`config.mk`:
```
export PLATFORM = sky130hd
export DESIGN_NAME = ecliptic_fp_simple_unit_flat
export DESIGN_NICKNAME = d
export VERILOG_FILES = /design/src/rtl/ecliptic_fp_simple_unit_if.sv /design/src/rtl/ecliptic_fp_simple_unit.sv /design/src/flat_wrapper.sv
export SDC_FILE = /design/constraint.sdc
export NUM_CORES = 1
export LEC_CHECK = 0
export ABC_AREA = 0
export CAP_MARGIN = 0
export CORE_MARGIN = 5
export CORE_UTILIZATION = 43
export CTS_BUF_LIST = sky130_fd_sc_hd__clkbuf_4
export DETAILED_ROUTE_END_ITERATION = 10
export GPL_ROUTABILITY_DRIVEN = 0
export MAX_ROUTING_LAYER = met4
export PLACE_DENSITY = 0.8
export SYNTH_ARGS = -nofsm -noshare
export SYNTH_HDL_FRONTEND = slang
export SYNTH_SLANG_ARGS = --single-unit
```
`constraint.sdc`:
```
create_clock -name clk -period 1 [get_ports clk]
set_clock_uncertainty 0.2 [all_clocks]
set_input_delay 0.1 -clock clk [delete_from_list [all_inputs] [get_ports clk]]
set_output_delay 0.1 -clock clk [all_outputs]
set_load 0.05 [all_outputs]
```
`src/rtl/ecliptic_fp_simple_unit_if.sv`:
```
// Request/acknowledge bundle for the ecliptic FP simple unit.
interface ecliptic_fp_simple_unit_if;
  logic        req;
  logic [1:0]  func;
  logic [2:0]  op;
  logic [31:0] src1;
  logic [31:0] src2;
  logic        ack;
  logic [31:0] res;
  logic        invalid;

  modport master (
    output req, func, op, src1, src2,
    input  ack, res, invalid
  );

  modport slave (
    input  req, func, op, src1, src2,
    output ack, res, invalid
  );
endinterface

```
`src/rtl/ecliptic_fp_simple_unit.sv`:
```
// Binary32 sign-inject, classify and compare/min-max; one-cycle latency.
// FMIN/FMAX are built only when ECLIPTIC_MINMAX_EN is defined.
module ecliptic_fp_simple_unit (
  input logic clk,
  input logic nrst,
  ecliptic_fp_simple_unit_if.slave bus
);

  logic [31:0] a;
  logic [31:0] b;
  assign a = bus.src1;
  assign b = bus.src2;

  logic aExpMax;
  logic bExpMax;
  logic aExpZero;
  logic aFracZero;
  logic bFracZero;
  assign aExpMax   = &a[30:23];
  assign bExpMax   = &b[30:23];
  assign aExpZero  = ~|a[30:23];
  assign aFracZero = ~|a[22:0];
  assign bFracZero = ~|b[22:0];

  logic aNan;
  logic bNan;
  logic aSnan;
  logic bSnan;
  logic anyNan;
  logic anySnan;
  assign aNan    = aExpMax & ~aFracZero;
  assign bNan    = bExpMax & ~bFracZero;
  assign aSnan   = aNan & ~a[22];
  assign bSnan   = bNan & ~b[22];
  assign anyNan  = aNan | bNan;
  assign anySnan = aSnan | bSnan;

  // Sign injection
  logic [31:0] sgnRes;
  always_comb begin
    sgnRes = a;
    case (bus.op[1:0])
      2'b00:   sgnRes = {b[31], a[30:0]};
      2'b01:   sgnRes = {~b[31], a[30:0]};
      2'b10:   sgnRes = {a[31] ^ b[31], a[30:0]};
      default: sgnRes = a;
    endcase
  end

  // Classification
  logic [31:0] clsRes;
  always_comb begin
    clsRes = '0;
    unique case (1'b1)
      aNan & a[22]:          clsRes[9] = 1'b1;
      aNan & ~a[22]:         clsRes[8] = 1'b1;
      aExpMax & aFracZero:   clsRes[a[31] ? 0 : 7] = 1'b1;
      aExpZero & aFracZero:  clsRes[a[31] ? 3 : 4] = 1'b1;
      aExpZero & ~aFracZero: clsRes[a[31] ? 2 : 5] = 1'b1;
      default:               clsRes[a[31] ? 1 : 6] = 1'b1;
    endcase
  end

  logic magLt;
  logic magGt;
  logic bothZero;
  logic ordLt;
  logic fLt;
  logic fEq;
  logic fLe;
  assign magLt    = a[30:0] < b[30:0];
  assign magGt    = a[30:0] > b[30:0];
  assign bothZero = ~|(a[30:0] | b[30:0]);
  // Total order on sign-magnitude: -0 sits below +0
  assign ordLt = (a[31] != b[31]) ? a[31]
               : (a[31] ? magGt : magLt);
  assign fLt = ~anyNan & ~bothZero & ordLt;
  assign fEq = ~anyNan & ((a == b) | bothZero);
  assign fLe = fLt | fEq;

`ifdef ECLIPTIC_MINMAX_EN
  logic [31:0] minRes;
  logic [31:0] maxRes;
  always_comb begin
    minRes = ordLt ? a : b;
    maxRes = ordLt ? b : a;
    if (aNan & bNan) begin
      minRes = 32'h7FC0_0000;
      maxRes = 32'h7FC0_0000;
    end else if (aNan) begin
      minRes = b;
      maxRes = b;
    end else if (bNan) begin
      minRes = a;
      maxRes = a;
    end
  end
`endif

  logic [31:0] cmpRes;
  logic        cmpInv;
  always_comb begin
    cmpRes = '0;
    cmpInv = 1'b0;
    case (bus.op)
      3'b000: begin
        cmpRes = {31'b0, fLe};
        cmpInv = anyNan;
      end
      3'b001: begin
        cmpRes = {31'b0, fLt};
        cmpInv = anyNan;
      end
      3'b010: begin
        cmpRes = {31'b0, fEq};
        cmpInv = anySnan;
      end
`ifdef ECLIPTIC_MINMAX_EN
      3'b100: begin
        cmpRes = minRes;
        cmpInv = anySnan;
      end
      3'b101: begin
        cmpRes = maxRes;
        cmpInv = anySnan;
      end
`endif
      default: begin
        cmpRes = '0;
        cmpInv = 1'b0;
      end
    endcase
  end

  logic [31:0] nextRes;
  logic        nextInv;
  always_comb begin
    nextRes = '0;
    nextInv = 1'b0;
    case (bus.func)
      2'b00: nextRes = sgnRes;
      2'b01: nextRes = clsRes;
      2'b10: begin
        nextRes = cmpRes;
        nextInv = cmpInv;
      end
      default: begin
        nextRes = '0;
        nextInv = 1'b0;
      end
    endcase
  end

  always_ff @(posedge clk or negedge nrst) begin
    if (!nrst) begin
      bus.ack     <= 1'b0;
      bus.res     <= '0;
      bus.invalid <= 1'b0;
    end else begin
      bus.ack <= bus.req;
      if (bus.req) begin
        bus.res     <= nextRes;
        bus.invalid <= nextInv;
      end
    end
  end

endmodule

```
`src/flat_wrapper.sv`:
```
// flat-port wrapper written by rule: the top's interface ports become plain ports
module ecliptic_fp_simple_unit_flat 
  (clk, nrst, bus_req, bus_func, bus_op, bus_src1, bus_src2, bus_ack, bus_res, bus_invalid);
  ecliptic_fp_simple_unit_if bus_i ();
  input logic clk;
  input logic nrst;
  input wire logic [$bits(bus_i.req)-1:0] bus_req;
  input wire logic [$bits(bus_i.func)-1:0] bus_func;
  input wire logic [$bits(bus_i.op)-1:0] bus_op;
  input wire logic [$bits(bus_i.src1)-1:0] bus_src1;
  input wire logic [$bits(bus_i.src2)-1:0] bus_src2;
  output wire logic [$bits(bus_i.ack)-1:0] bus_ack;
  output wire logic [$bits(bus_i.res)-1:0] bus_res;
  output wire logic [$bits(bus_i.invalid)-1:0] bus_invalid;
  assign bus_i.req = bus_req;
  assign bus_i.func = bus_func;
  assign bus_i.op = bus_op;
  assign bus_i.src1 = bus_src1;
  assign bus_i.src2 = bus_src2;
  assign bus_ack = bus_i.ack;
  assign bus_res = bus_i.res;
  assign bus_invalid = bus_i.invalid;
  ecliptic_fp_simple_unit u_core (.clk(clk), .nrst(nrst), .bus(bus_i));
endmodule
```
==> results of run 1 <==
==> cells in the mapped netlist (5+ instances only) <==
| cell | count | share of area [%] |
|---|---|---|
| nand2_1 | 10 | 1.2 |
| o21ai_0 | 5 | 0.82 |
| nor2_1 | 16 | 2.0 |
| a21oi_1 | 10 | 1.6 |
| clkbuf_1 | 6 | 0.74 |
| nand3_1 | 9 | 1.5 |
| nor3_1 | 8 | 1.3 |
| inv_1 | 71 | 8.7 |
| a22oi_1 | 8 | 2.0 |
| nor4_1 | 13 | 2.7 |
| nand4_1 | 17 | 3.5 |
| a22o_1 | 22 | 6.3 |
| dfrtp_1 | 34 | 28 |
| o21ai_1 | 5 | 0.82 |
| ha_1 | 62 | 25 |
==> metrics by stage <==
step / area (um2) / utilization [%] / std cells / setup slack (ps) / TNS [ps]
after floorplan: 3300 / - / 343 / -1170 / -3500
after global placement: 5560 / 80.9 / 638 / -1860 / -25210
after detailed placement: 5560 / 80.9 / 638 / -1960 / -26800
after CTS: 6370 / 92.8 / 693 / -1100 / -14160
==> kinds of logic after synthesis <==
kind of cell | share of synthesized area (%)
adders and majority gates | 25.4
and+or+nand+nor | 18.6
AOI/OAI and AO/OA | 17.5
DFF | 27.9
buffers and inverters | 10.3
xor gates and xnor gates | 0.287
==> routing by layer <==
metal,GRT overflow,GRT usage [%]
met5,-,-
met4,1,57.8
met3,0,32.5
met2,0,78.6
met1,0,56.1
==> timing repair <==
| action | CTS |
|---|---|
| endpoints found under the setup margin | 67 |
| hold buffers | 4 |
| hold endpoints to repair | 57 |
| pin swaps | 43 |
| resized for setup | 291 |
| gates cloned | 3 |
| buffers inserted | 40 |
==> impl_metrics.json, run 1 <==
{
  "port_buffers": 105,
  "avgSynthCellArea_um2": 8.90,
  "worst_path_end_type": "register input",
  "ys_seq_elements": 34,
  "grt_worst_setup_endpoint": "u_core.bus.res[0]$_DFFE_PN0P_/D",
  "hpwl_mm": 9.57,
  "netlist_instances": 343,
  "synth-edff-count": 0,
  "dieWidth_um": 94.2,
  "ys_types": 50,
  "haltStage": "5_1_grt",
  "syn-num-nets": 477,
  "yosys_warnings": 0,
  "grtUsageTotal_pct": 57.8,
  "fp.dieH_um": 94.2,
  "netlist_area_mm2": 0.00305,
  "clock_path_buffers": 2,
  "status": "did not finish",
  "grt-ovfl-total": 1,
  "flow.first_error": "[ERROR GRT-0232] Routing congestion too high. Check the congestion heatmap in the GUI.",
  "io_pins": 106,
  "cts_buffers": 5,
  "cts_sinks": 34,
  "synth_ff_type": "dfrtp_1",
  "root_buffer": "clkbuf_4",
  "initial_core_util_pct": 44.4,
  "synthArstFlopShare_pct": 100,
  "cts_max_level": 2,
  "grt_max_degree": 35,
  "ys_seq_area_share_pct": 27.9,
  "num_rows": 30
}
==> run 2, diff against run 1 <==
--- a/config.mk
+++ b/config.mk
@@ -8,12 +8,10 @@
 export ABC_AREA = 0
 export CAP_MARGIN = 0
 export CORE_MARGIN = 5
-export CORE_UTILIZATION = 43
-export CTS_BUF_LIST = sky130_fd_sc_hd__clkbuf_4
+export CORE_UTILIZATION = 40
 export DETAILED_ROUTE_END_ITERATION = 10
 export GPL_ROUTABILITY_DRIVEN = 0
-export MAX_ROUTING_LAYER = met4
-export PLACE_DENSITY = 0.8
+export PLACE_DENSITY_LB_ADDON = 0.15
 export SYNTH_ARGS = -nofsm -noshare
 export SYNTH_HDL_FRONTEND = slang
 export SYNTH_SLANG_ARGS = --single-unit
==> constraint.sdc (replaced) <==
create_clock -name clk -period 1.3 [get_ports clk]
set_clock_uncertainty 0.2 [all_clocks]
set_input_delay 0.13 -clock clk [delete_from_list [all_inputs] [get_ports clk]]
set_output_delay 0.13 -clock clk [all_outputs]
set_load 0.05 [all_outputs]
==> run 2 against run 1 <==
The flow now finishes, with violations (negative setup slack). Area after synthesis is the same. Synthesized cell count is the same.
==> impl_metrics.json, run 2 <==
{
  "synth_common_cells": "71 x inv_1, 62 x ha_1, 34 x dfrtp_1",
  "yosys_warnings": 0,
  "fp.dieH_um": 97.3,
  "grt_max_degree": 35,
  "area_growth_syn_to_layout_pct": 106,
  "cts_max_level": 2,
  "avgSynthCellArea_um2": 8.90,
  "grtUsageTotal_pct": 29.3,
  "max_freq_ghz": 0.422,
  "cp_max_fo": 2,
  "top_regs": "u_core.bus.res (32), u_core.bus.ack (1), u_core.bus.invalid (1)",
  "path_cells": "clkdlybuf4s15_1 > inv_2 > ha_4 > buf_4 > inv_1 > a221oi_1 > o21bai_1 > o21ai_0 > o221ai_1 > or3b_1 > a21oi_2",
  "root_buffer": "clkbuf_8",
  "design.core.area_mm2": 0.00733,
  "p_per_area_mw_per_mm2": 624,
  "setup_ws_ps": -1070,
  "port_buffers": 105,
  "vias": 4041,
  "end_kind": "flip-flop",
  "synth_ff_type": "dfrtp_1",
  "leakage_nw": 3.02,
  "vias_per_cell": 5.91,
  "grt_pass1_wl_mm": 21.9,
  "synthTopCellsByArea": "dfrtp_1 28%, ha_1 25%, inv_1 8.7%",
  "die-area_mm2": 0.00948,
  "ant_nets": 0,
  "slew_violations": 0,
  "io_pins": 106,
  "drive_above_1_share_pct": 57.6,
  "cpPeakStageDelay_ps": 430,
  "final_cell_mix": "107 x buf_4, 39 x inv_2, 38 x buf_12",
  "r2r_setup_slack_ps": 140,
  "first_pass_iters": 5,
  "top_register": "u_core.bus.res",
  "num_rows": 31,
  "clock_path_buffers": 2,
  "drc_errors": 0,
  "wl_mm": 16.3,
  "setup_viol": 11,
  "initial_core_util_pct": 41.6,
  "rsz0062_at_grt": "yes",
  "critical-path-top-delay-family": "compound AO/OA/AOI/OAI gates",
  "nNetsFinal": 719,
  "dp_slack_ps": -1660,
  "final.min_clock_period_ps": 2370,
  "startpoint_type": "input pin",
  "tritoncts": "done",
  "critPathRequiredTime_ps": 1320,
  "ys_seq_area_share_pct": 27.9,
  "layout_commonest_cell": "buf_4",
  "wl_per_cell_um": 23.8,
  "netlist_instances": 343,
  "synthArstFlopShare_pct": 100,
  "yosysMostFrequentCell": "inv_1",
  "hold_class": "input pin to flip-flop",
  "yosysTopAreaCell": "dfrtp_1",
  "largest_reg_flops": 32,
  "slew-limit-headroom_pct": 62.6,
  "grt_antenna_before_repair": 0,
  "crit_buf_inv": 4,
  "ir_worst_vdd_uv": 432,
  "worstMarginPinSlew_ps": 556,
  "ys_types": 50,
  "cts_buffers": 5,
  "grt-ovfl-total": 0,
  "hpwl_mm": 9.11,
  "cap_violations": 0,
  "cpMaxStageDelayCell": "or3b_1",
  "drt_iter0_markers": 383,
  "cts_sinks": 34,
  "netlist_area_mm2": 0.00305,
  "fin_cells": 684,
  "final_hold_viol_count": 0,
  "crit_type": "input pin to flip-flop",
  "status": "finished with violations",
  "path_clk_slew_ps": 80,
  "n_antenna_cell": 0,
  "ys_seq_elements": 34,
  "yosysTopAreaCellShare_pct": 27.9,
  "grt_pass1_vias": 4223,
  "violations": "negative setup slack",
  "dp.cells": 638,
  "layout_worst_path_cycle_share_pct": 182,
  "worstPathArrival_ps": 2390,
  "clock_latency_ps": 290,
  "dieWidth_um": 97.3,
  "synth-edff-count": 0,
  "syn-num-nets": 477
}
run 2: cell counts after synthesis:
No cell type changed its count.
run 2: power breakdown:
group	switching (mW)	internal [mW]	total [mW]	leakage (nW)
Clock	0.435	0.361	0.796	0.0438
Combinational	0.967	0.972	1.94	2.52
Sequential	0.0758	1.12	1.19	0.455
run 2: final cells by class:
class	count	area [um2]
timing repair buffer	242	2460
multi-input combinational	228	2450
fill	332	1040
sequential	34	851
inverter	74	324
tap	99	124
clock buffer	5	68.8
clock inverter	2	10.0
run 2: cell families (layout without fill, tap and decap cells):
family	count (synthesis)	after routing	share of synthesized area, %
simple gates	94	94	18.6
fa+ha+maj	62	62	25.4
xor+xnor	1	1	0.287
flops	34	34	27.9
compound gates	71	71	17.5
buf+inv	81	323	10.3
run 2: path summary, 6_finish.rpt:
kind	startpoint	end	depth (start not counted)
max	bus_src1[21]	u_core.bus.res[0]$_DFFE_PN0P_	11
min	bus_src1[19]	u_core.bus.res[19]$_DFFE_PN0P_	3
max reg2reg	u_core.bus.res[6]$_DFFE_PN0P_	u_core.bus.res[6]$_DFFE_PN0P_	1
min reg2reg	u_core.bus.invalid$_DFFE_PN0P_	u_core.bus.invalid$_DFFE_PN0P_	2
max in group asynchronous	nrst	u_core.bus.res[21]$_DFFE_PN0P_	2
min in group asynchronous	nrst	u_core.bus.res[13]$_DFFE_PN0P_	2
run 2: layer usage:
layer | vias to the layer above | GRT usage [%] | wire length [um]
li1 | 1707 | - | -
met1 | 1874 | 32.4 | 5650
met2 | 332 | 51.7 | 7740
met3 | 128 | 5.96 | 1500
met4 | 0 | 17.0 | 1360
met5 | - | 0 | 0
run 2: per-stage QoR:
stage,cell area [um2],hold WS (ps),setup TNS (ps),power [mW],util [%]
2_1_floorplan,3250,-366,-1000,1.80,-
3_3_place_gp,5500,330,-15980,2.75,75.0
3_5_place_dp,5500,325,-16530,2.79,75.0
4_1_cts,6140,4.60,-2550,3.73,83.7
5_1_grt,6290,7.11,-3180,4.08,85.9
6_report,6290,5.75,-3040,3.93,85.9
run 2: timing repair:
item / in CTS / in global routing
resized for setup: 264 / 62
setup buffers: 24 / 12
endpoints found under the hold margin: 1 / 2
hold buffers: 1 / 2
cloned: 3 / 0
pin swaps: 45 / 24
setup endpoints to repair: 33 / 17
No activity file was read; power rests on OpenSTA's default activity.
